## src/rtl/wave_pkg.sv

```systemverilog
// Shared types, widths and helpers for the waveform display blocks.
package wave_pkg;

  localparam int X_W = 11;
  localparam int Y_W = 10;

  typedef struct packed {
    logic [7:0] r;
    logic [7:0] g;
    logic [7:0] b;
  } rgb_t;

  localparam logic [23:0] COLOR_CH0 = 24'hFFFF00;
  localparam logic [23:0] COLOR_CH1 = 24'h00FFFF;
  localparam logic [23:0] COLOR_CH2 = 24'h00FF00;
  localparam logic [23:0] COLOR_CH3 = 24'hFF00FF;

  // Channel 0 occupies the least-significant 24 bits.
  localparam logic [95:0] DEFAULT_CH_COLORS = {COLOR_CH3, COLOR_CH2, COLOR_CH1, COLOR_CH0};

  // True when y lies within the closed span of a and b, in either order.
  function automatic logic abs_between(input logic [Y_W-1:0] y,
                                       input logic [Y_W-1:0] a,
                                       input logic [Y_W-1:0] b);
    logic [Y_W-1:0] lo;
    logic [Y_W-1:0] hi;
    if (a <= b) begin
      lo = a;
      hi = b;
    end else begin
      lo = b;
      hi = a;
    end
    return (y >= lo) && (y <= hi);
  endfunction

endpackage

```

## src/rtl/wave_channel.sv

```systemverilog
// One trace: maps a RAM sample to a screen row and tests the current row for a hit.
module wave_channel
  import wave_pkg::*;
#(
  parameter int SAMPLE_W = 8,
  parameter int Y_START  = 32,
  parameter int Y_SHIFT  = 1
) (
  input  logic                clk,
  input  logic                reset,
  input  logic [SAMPLE_W-1:0] read_value,
  input  logic                first_col,
  input  logic                idx_chg,
  input  logic [Y_W-1:0]      y,
  input  logic                line_mode,
  output logic                hit
);

  logic [Y_W-1:0] plot_y_s;
  logic [Y_W-1:0] prev_eff_s;
  logic [Y_W-1:0] prev_y_r;

  assign plot_y_s = Y_W'(Y_START) + Y_W'(read_value >> Y_SHIFT);

  // The first column of the window starts a fresh trace, so no line joins it to stale data.
  assign prev_eff_s = first_col ? plot_y_s : prev_y_r;

  // Remember the row of the last sample once the sample index moves on.
  always_ff @(posedge clk or negedge reset) begin
    if (!reset) begin
      prev_y_r <= Y_W'(Y_START);
    end else if (first_col || idx_chg) begin
      prev_y_r <= plot_y_s;
    end
  end

  // Dot mode hits one row; line mode fills the span back to the previous sample.
  always_comb begin
    hit = 1'b0;
    if (line_mode) begin
      hit = abs_between(y, prev_eff_s, plot_y_s);
    end else begin
      hit = (y == plot_y_s);
    end
  end

endmodule

```

## src/rtl/wave_display_multi.sv

```systemverilog
// Multi-channel waveform overlay: frame latch, RAM addressing, stage-1 pipe and priority colouring.
module wave_display_multi
  import wave_pkg::*;
#(
  parameter int          NCH          = 2,
  parameter int          SAMPLE_W     = 8,
  parameter int          SAMPLES_LOG2 = 8,
  parameter int          X_START      = 256,
  parameter int          Y_START      = 32,
  parameter int          Y_SHIFT      = 1,
  parameter logic [95:0] CH_COLORS    = DEFAULT_CH_COLORS,
  localparam int         ADDR_W       = SAMPLES_LOG2 + 1
) (
  input  logic                    clk,
  input  logic                    reset,
  input  logic [X_W-1:0]          x,
  input  logic [Y_W-1:0]          y,
  input  logic                    valid,
  input  logic                    read_index,
  input  logic                    line_mode,
  input  logic [NCH-1:0]          ch_enable,
  output logic [NCH*ADDR_W-1:0]   read_address,
  input  logic [NCH*SAMPLE_W-1:0] read_value,
  output logic                    valid_pixel,
  output logic [7:0]              r,
  output logic [7:0]              g,
  output logic [7:0]              b
);

  localparam int X_END = X_START + (1 << (SAMPLES_LOG2 + 1));

  logic                    buf_sel_r;
  logic                    mode_q_r;
  logic [NCH-1:0]          en_q_r;
  logic                    x_in_range_s;
  logic                    first_col_s;
  logic [X_W-1:0]          x_off_s;
  logic [SAMPLES_LOG2-1:0] sample_idx_s;
  logic                    s1_in_win_r;
  logic [Y_W-1:0]          s1_y_r;
  logic                    s1_first_col_r;
  logic [SAMPLES_LOG2-1:0] s1_idx_r;
  logic                    s1_chg_r;
  logic [NCH-1:0]          hit_s;
  logic [NCH-1:0]          qual_s;
  logic                    any_s;
  rgb_t                    color_s;

  assign x_in_range_s = ({1'b0, x} >= 12'(X_START)) && ({1'b0, x} < 12'(X_END));
  assign first_col_s  = (x == X_W'(X_START));
  assign x_off_s      = x - X_W'(X_START);

  // Index is forced to zero outside the window and while reset holds the block.
  always_comb begin
    sample_idx_s = '0;
    if (reset && x_in_range_s) begin
      sample_idx_s = SAMPLES_LOG2'(x_off_s >> 1);
    end else begin
      sample_idx_s = '0;
    end
  end

  for (genvar ch = 0; ch < NCH; ch++) begin : g_addr
    assign read_address[ch*ADDR_W +: ADDR_W] = {buf_sel_r, sample_idx_s};
  end

  // Frame-start latch: buffer, draw mode and enables are fixed for a whole frame.
  always_ff @(posedge clk or negedge reset) begin
    if (!reset) begin
      buf_sel_r <= 1'b0;
      mode_q_r  <= 1'b0;
      en_q_r    <= '1;
    end else if (valid && (x == '0) && (y == '0)) begin
      buf_sel_r <= read_index;
      mode_q_r  <= line_mode;
      en_q_r    <= ch_enable;
    end
  end

  // Stage 1 lines up with the RAM data returned for this pixel's address.
  always_ff @(posedge clk or negedge reset) begin
    if (!reset) begin
      s1_in_win_r    <= 1'b0;
      s1_y_r         <= '0;
      s1_first_col_r <= 1'b0;
      s1_idx_r       <= '0;
      s1_chg_r       <= 1'b0;
    end else begin
      s1_in_win_r    <= valid && x_in_range_s;
      s1_y_r         <= y;
      s1_first_col_r <= first_col_s;
      s1_idx_r       <= sample_idx_s;
      s1_chg_r       <= (sample_idx_s != s1_idx_r);
    end
  end

  for (genvar ch = 0; ch < NCH; ch++) begin : g_ch
    wave_channel #(
      .SAMPLE_W (SAMPLE_W),
      .Y_START  (Y_START),
      .Y_SHIFT  (Y_SHIFT)
    ) u_channel (
      .clk        (clk),
      .reset      (reset),
      .read_value (read_value[ch*SAMPLE_W +: SAMPLE_W]),
      .first_col  (s1_first_col_r),
      .idx_chg    (s1_chg_r),
      .y          (s1_y_r),
      .line_mode  (mode_q_r),
      .hit        (hit_s[ch])
    );
  end

  assign qual_s = hit_s & en_q_r & {NCH{s1_in_win_r}};

  // Walk from the highest channel down so the lowest-numbered hit wins.
  always_comb begin
    any_s   = |qual_s;
    color_s = '0;
    for (int ch = NCH - 1; ch >= 0; ch--) begin
      color_s = qual_s[ch] ? rgb_t'(CH_COLORS[ch*24 +: 24]) : color_s;
    end
  end

  // Registered pixel output.
  always_ff @(posedge clk or negedge reset) begin
    if (!reset) begin
      valid_pixel <= 1'b0;
      r           <= 8'd0;
      g           <= 8'd0;
      b           <= 8'd0;
    end else begin
      valid_pixel <= any_s;
      r           <= color_s.r;
      g           <= color_s.g;
      b           <= color_s.b;
    end
  end

endmodule

```

## config.mk

```make
export PLATFORM = sky130hd
export DESIGN_NAME = wave_display_multi
export DESIGN_NICKNAME = d
export VERILOG_FILES = /design/src/rtl/wave_pkg.sv /design/src/rtl/wave_channel.sv /design/src/rtl/wave_display_multi.sv
export SDC_FILE = /design/constraint.sdc
export NUM_CORES = 1
export LEC_CHECK = 0
export BUFFER_PORTS_ARGS = -buffer_cell sky130_fd_sc_hd__buf_4
export CAP_MARGIN = 25
export CORE_MARGIN = 5
export CORE_UTILIZATION = 55
export CTS_CLUSTER_DIAMETER = 120
export DETAILED_ROUTE_END_ITERATION = 10
export PLACE_DENSITY = 0.81
export SYNTH_ARGS = -nofsm -noshare
export SYNTH_HDL_FRONTEND = slang
export SYNTH_SLANG_ARGS = --single-unit
```

## constraint.sdc

```tcl
create_clock -name clk -period 5.5 [get_ports clk]
set_input_delay 1.1 -clock clk [delete_from_list [all_inputs] [get_ports clk]]
set_output_delay 1.1 -clock clk [all_outputs]
set_load 0.1 [all_outputs]
```

Word-level counts from Yosys, hierarchy flattened
Cells that the tools add are included.

operators by class
  add/sub/neg operators = 3
  magnitude comparators = 8
  equality and inequality tests = 4
  multiplexer cells = 15
  bitwise operators = 2
  reductions and logical operators = 11

operators with widths
  cell                    count
  $mux W10                10
  $le A10 B10 Y1          4
  $mux W24                1
  $eq A10 B10 Y1          2
  $ge A10 B10 Y1          2
  $add A6 B7 Y8 const A   2
  $mux W16                1
  $eq A11 B9 Y1 const B   1
  $ge A11 B9 Y1 const B   1
  $logic_not A11 Y1       1
  $lt A11 B10 Y1 const B  1
  $logic_not A10 Y1       1
  $sub A9 B9 Y9 const B   1
  $mux W8                 1
  $ne A8 B8 Y1            1
  $logic_and A1 B1 Y1     7
  $and A2 B2 Y2           2
  $mux W1                 2
  $reduce_or A2 Y1        1
  $logic_or A1 B1 Y1      1

word-level totals
  register bits after elaboration = 70
  output and inout port bits = 43

Logic depth before layout (Yosys ltp)
  depth in word-level cells = 12
  depth in mapped cells = 19
  depth with buffers taken out = 17

Cells and area by module
A second synthesis with hierarchy kept.

unflattened totals
  cell total of the unflattened synthesis = 423
  area, all modules = 3,875.0 µm²

modules (own cells, without submodules)
  module                            times used  cells each  area each (µm²)  sequential area each (µm²)
  wave_display_multi                1           119         1,371.3          703.2
  wave_channel (g_ch[1].u_channel)  1           153         1,252.5          201.4
  wave_channel (g_ch[0].u_channel)  1           151         1,251.2          201.4

Least setup slack after synthesis
No wires, ideal clock.

  path type = input -> register
  start point = input read_value[6]
  end point = register b[6]
  data arrival time = 4.145 ns
  required time = 5.377 ns
  slack = 1.232 ns
  stages = 16
  buffers on the path = 1
  path through = ha_1 > mux2_2 > ha_1 > a211o_1 > a211oi_1 > o21ai_0 > nand2_2 > buf_6 > mux2i_1 > ha_1 > a21oi_1 > nand3_1 > nor4_1 > o2111ai_1 > o21ai_1 > nor2_1

between the ends
  cells in the longest elaborated chain, start to end = 11
  elaborated cells on any way between the ends = 15

ends and longest elaborated chain
  what                                                     RTL line                   text
  start, declared                                          wave_display_multi.sv:23   input logic [NCH*SAMPLE_W-1:0] read_value,
  $add A6 B7 Y8 *                                          wave_channel.sv:23         assign plot_y_s = Y_W'(Y_START) + Y_W'(read_value >> Y_SHIFT);
  $mux W10                                                 wave_channel.sv:26         assign prev_eff_s = first_col ? plot_y_s : prev_y_r;
  $le A10 B10 Y1                                           wave_pkg.sv:27             if (a <= b) begin
  $mux W10                                                 wave_pkg.sv:27
  $mux W10                                                 wave_channel.sv:40         if (line_mode) begin
  $ge A10 B10 Y1 / $le A10 B10 Y1 (equally long branches)  wave_pkg.sv:34             return (y >= lo) && (y <= hi);
  $logic_and A1 B1 Y1                                      wave_pkg.sv:34
  $mux W1 *                                                wave_channel.sv:40
  $and A2 B2 Y2 * (2 in a row)                             wave_display_multi.sv:114  assign qual_s = hit_s & en_q_r & {NCH{s1_in_win_r}};
  $mux W24 *                                               wave_display_multi.sv:121  color_s = qual_s[ch] ? rgb_t'(CH_COLORS[ch*24 +: 24]) : color_s;
  end signal, assigned                                     wave_display_multi.sv:136  b <= color_s.b;
  end, declared                                            wave_display_multi.sv:27   output logic [7:0] b

Mark *: on every way between the ends. The rest lies on a longest branch, timed or not. The select of a mux whose other input is x is not followed.
A chain may end at the register's enable or synchronous reset.

Final worst setup path
  start point = input read_value[6]
  end point = register g[6]

between the ends
  cells in the longest elaborated chain, start to end = 11
  elaborated cells on any way between the ends = 15

ends and longest elaborated chain
  what                                                     RTL line                   text
  $add A6 B7 Y8 *                                          wave_channel.sv:23
  named net g_ch[0].u_channel.plot_y_s[7]                  wave_channel.sv:19         logic [Y_W-1:0] plot_y_s;
  $mux W10                                                 wave_channel.sv:26
  $le A10 B10 Y1                                           wave_pkg.sv:27
  $mux W10                                                 wave_pkg.sv:27
  $mux W10                                                 wave_channel.sv:40
  $ge A10 B10 Y1 / $le A10 B10 Y1 (equally long branches)  wave_pkg.sv:34
  $logic_and A1 B1 Y1                                      wave_pkg.sv:34
  $mux W1 *                                                wave_channel.sv:40
  $and A2 B2 Y2 * (2 in a row)                             wave_display_multi.sv:114
  $mux W24 *                                               wave_display_multi.sv:121
  end signal, assigned                                     wave_display_multi.sv:135  g <= color_s.g;
  end, declared                                            wave_display_multi.sv:26   output logic [7:0] g,

The timed path passes the listed nets; every way through them passes the cells marked *. The select of a mux whose other input is x is not followed.

==> qor.yml <==
outcome:
  status: "complete, no violations"
power:
  clkPwrFrac_pct: 23.4
  cellPowerDensity_mw_per_mm2: 296
  internal_power_uw: 811
  pwr-share-seq_pct: 30.3
  total_power_uw: 1270
  ir_drop_mv: 0.175
  p_sw_share_pct: 36.0
  pwr-share-comb_pct: 46.3
  cellLeakagePower_uw: 0.00219
  power_switching_uw: 457
setup_path:
  crit_fanout: 16
  r2r-end: "g[6]$_DFF_PN0_"
  crit_required_ns: 5.69
  critPathLaunchType: "input port"
  crit_path_end_kind: "register"
  cp.arrival_ns: 4.85
  r2r_setup_slack_ns: 1.02
  reg2regPathDepth: 14
  setup.worst_path.class: "in -> reg"
  r2r_start: "s1_first_col_r$_DFF_PN0_"
timing:
  setup_ws_ns: 0.844
  maxSlewHeadroom_pct: 45.2
  fin_crit_sh_pct: 84.6
  drv_slew: 0
  worst_pin_slew_ns: 0.822
  setup_violations: 0
  fmax_mhz: 215
  finalHoldViolations: 0
  setup_tns_ns: 0
  rsz0062_at_grt: "no"
  fin_skew_ns: 0.0109
  period_needed_ns: 4.66
grt:
  first_global_vias: 2905
  use_met1_pct: 26.3
  use_met3_pct: 4.34
  grtUsageTotal_pct: 19.6
  busiest_layer: "met2"
  grt_pass1_wl_mm: 13.7
  grt_max_degree: 46
  antenna_found_initial: 0
  grt_overflow: 0
  met2_usage_pct: 32.5
finish:
  antenna_cells: 0
  nets: 526
  drive_gt1_share_pct: 29.3
  syn2layout_area_growth_pct: 15.9
  post-route-util_pct: 66.6
floorplanning:
  die_h_um: 91.9
  die_width_um: 91.9
  rows: 29
  start_util_pct: 57.5
  die-area_mm2: 0.00845
  io_pins: 87
  core_area_mm2: 0.00642
hold_path:
  whs_path_depth: 2
  min_path_type: "reg -> reg"
  hold_path_end: "g_ch[0].u_channel.prev_y_r[5]$_DFFE_PN1P_"
  hold_path_startpoint: "g_ch[0].u_channel.prev_y_r[5]$_DFFE_PN1P_"
cts:
  clockBufferDepth: 2
  clk_pin_slew_ns: 0.09
  postCtsSetupBuffers: 0
  cts_max_level: 2
  cts_tree: "built"
  clkSinkCount: 44
  cts.root.buffer_cell: "clkbuf_8"
  cts_resized: 0
  ctsHoldBuffers: 0
  insertion_delay_ns: 0.30
  cts_buffers: 5
placed_design:
  gp_congestion: 0.874
  pre_cts_slack_ns: 0.582
  detailed_place_hpwl_mm: 6.48
  io_buffers: 84
synth:
  syn_area_per_cell_um2: 9.77
  synth_cells: 378
  synth_enable_flop_cells: 0
  syn-num-nets: 472
  seq_area_frac_synth_pct: 30.0
  async_flop_share_pct: 100
  syn_area_mm2: 0.00369
  synth_cell_types: 46
  synth-main-ff-cell: "dfrtp_1"
  ys_warn_count: 0
  ys_seq_elements: 44
routing:
  wl_per_cell_um: 15.8
  via_count: 2873
  wirelength_mm: 8.04
  drtIter0Drc: 83
  drt_pass1_iterations: 4
  drc: 0
  vias_per_cell: 5.63
  drtAntennaViolNets: 0
flow_run:
  maxCapViolations: 0
==> metrics by stage <==
| stage | hold slack, ns | std cells | instance area (µm²) |
|---|---|---|---|
| CTS | 0.488 | 510 | 4280 |
| floorplan | 0.446 | 378 | 3690 |
| detailed placement | 0.471 | 502 | 4150 |
| global placement | 0.457 | 502 | 4150 |
| finish | 0.483 | 510 | 4280 |
| global route | 0.515 | 510 | 4280 |
==> cell usage in the layout, fill, tap and decap left out, types with 8 or more instances in the layout <==
cell type,Yosys,layout
buf_4,32,86
ha_1,50,50
dfrtp_1,40,40
mux2i_1,30,30
nand2_1,28,28
mux2_2,24,24
inv_1,24,24
o21ai_0,17,17
xnor2_1,17,17
a21oi_1,16,16
nand4_1,10,10
nor2_1,10,10
xor2_1,8,8
and2_1,8,8
==> power groups by stage <==
stage / combinational [µW] / clock [µW] / sequential, µW
after CTS: 588 / 304 / 384
after detailed placement: 583 / 0 / 390
final: 587 / 297 / 384
after global placement: 557 / 0 / 389
after floorplan: 461 / 0 / 384
after global routing: 661 / 319 / 389
==> worst max path at each step <==
stage,start,end,slack [ns]
after floorplan,read_value[6],b[6]$_DFF_PN0_,1.23
after global placement,read_value[6],g[6]$_DFF_PN0_,0.69
after detailed placement,read_value[6],g[6]$_DFF_PN0_,0.58
after CTS,read_value[6],g[6]$_DFF_PN0_,0.88
after global routing,read_value[6],g[6]$_DFF_PN0_,0.59
final,read_value[6],g[6]$_DFF_PN0_,0.84
==> per-layer routing <==
layer  part of all wire (%)  wire length [µm]
met4                   0.92                74
met1                     45              3660
met5                      0                 0
met3                    6.8               545
met2                     47              3770
==> worst max-delay path, cell delays in order <==
cell and delay (ns):
buf_4 0.13, ha_1 0.26, mux2_2 0.32, ha_1 0.33, a211o_1 0.33, a211oi_1 0.15, o21ai_0 0.13, nand2_2 0.38
mux2_2 0.40, ha_1 0.26, nand2b_1 0.15, a21oi_1 0.24, o221ai_1 0.15, a31oi_1 0.20, o21ai_1 0.14, nand2b_1 0.17
==> sequential cells by signal (all words and copies together), names as in the netlist <==
signal	cells
en_q_r	2
r	1
b	1
s1_in_win_r	1
mode_q_r	1
g	1
s1_chg_r	1
s1_y_r	10
g_ch.u_channel.prev_y_r	16
s1_first_col_r	1
buf_sel_r	1
s1_idx_r	8
==> layout make-up <==
class / count / area (µm²)
Fill cell: 515 / 2140
Clock buffer: 6 / 72.6
Tap cell: 77 / 96.3
Timing Repair Buffer: 86 / 646
Multi-Input combinational cell: 271 / 2210
Clock inverter: 2 / 60.1
Inverter: 24 / 90.1
Sequential cell: 44 / 1110
==> Yosys cell counts (2+ instances only) <==
| cell type | count | area, µm² |
|---|---|---|
| a21o_1 | 4 | 30.0 |
| a21oi_1 | 16 | 80.1 |
| a31oi_1 | 2 | 12.5 |
| and2_1 | 8 | 50.1 |
| buf_4 | 32 | 240 |
| clkbuf_1 | 4 | 15.0 |
| dfrtp_1 | 40 | 1000 |
| dfstp_2 | 4 | 105 |
| ha_1 | 50 | 626 |
| inv_1 | 24 | 90.1 |
| mux2_2 | 24 | 270 |
| mux2i_1 | 30 | 300 |
| nand2_1 | 28 | 105 |
| nand2b_1 | 4 | 25.0 |
| nand3_1 | 7 | 35.0 |
| nand4_1 | 10 | 62.6 |
| nor2_1 | 10 | 37.5 |
| nor2b_1 | 3 | 18.8 |
| nor3_1 | 2 | 10.0 |
| nor4_1 | 7 | 43.8 |
| nor4b_1 | 2 | 17.5 |
| o2111ai_1 | 2 | 17.5 |
| o21ai_0 | 17 | 85.1 |
| o22ai_1 | 2 | 12.5 |
| or2_2 | 2 | 12.5 |
| xnor2_1 | 17 | 149 |
| xor2_1 | 8 | 70.1 |
==> cell families after synthesis <==
family,after synthesis,synth area share (%)
AOI/OAI and AO/OA,53,8.81
xor gates and xnor gates,25,5.93
adders and majority gates,50,16.9
buffers and inverters,63,10.2
DFF,44,30.0
muxes,54,15.5
and+or+nand+nor,89,12.7
Note: power is estimated with default switching activity, not from simulation.
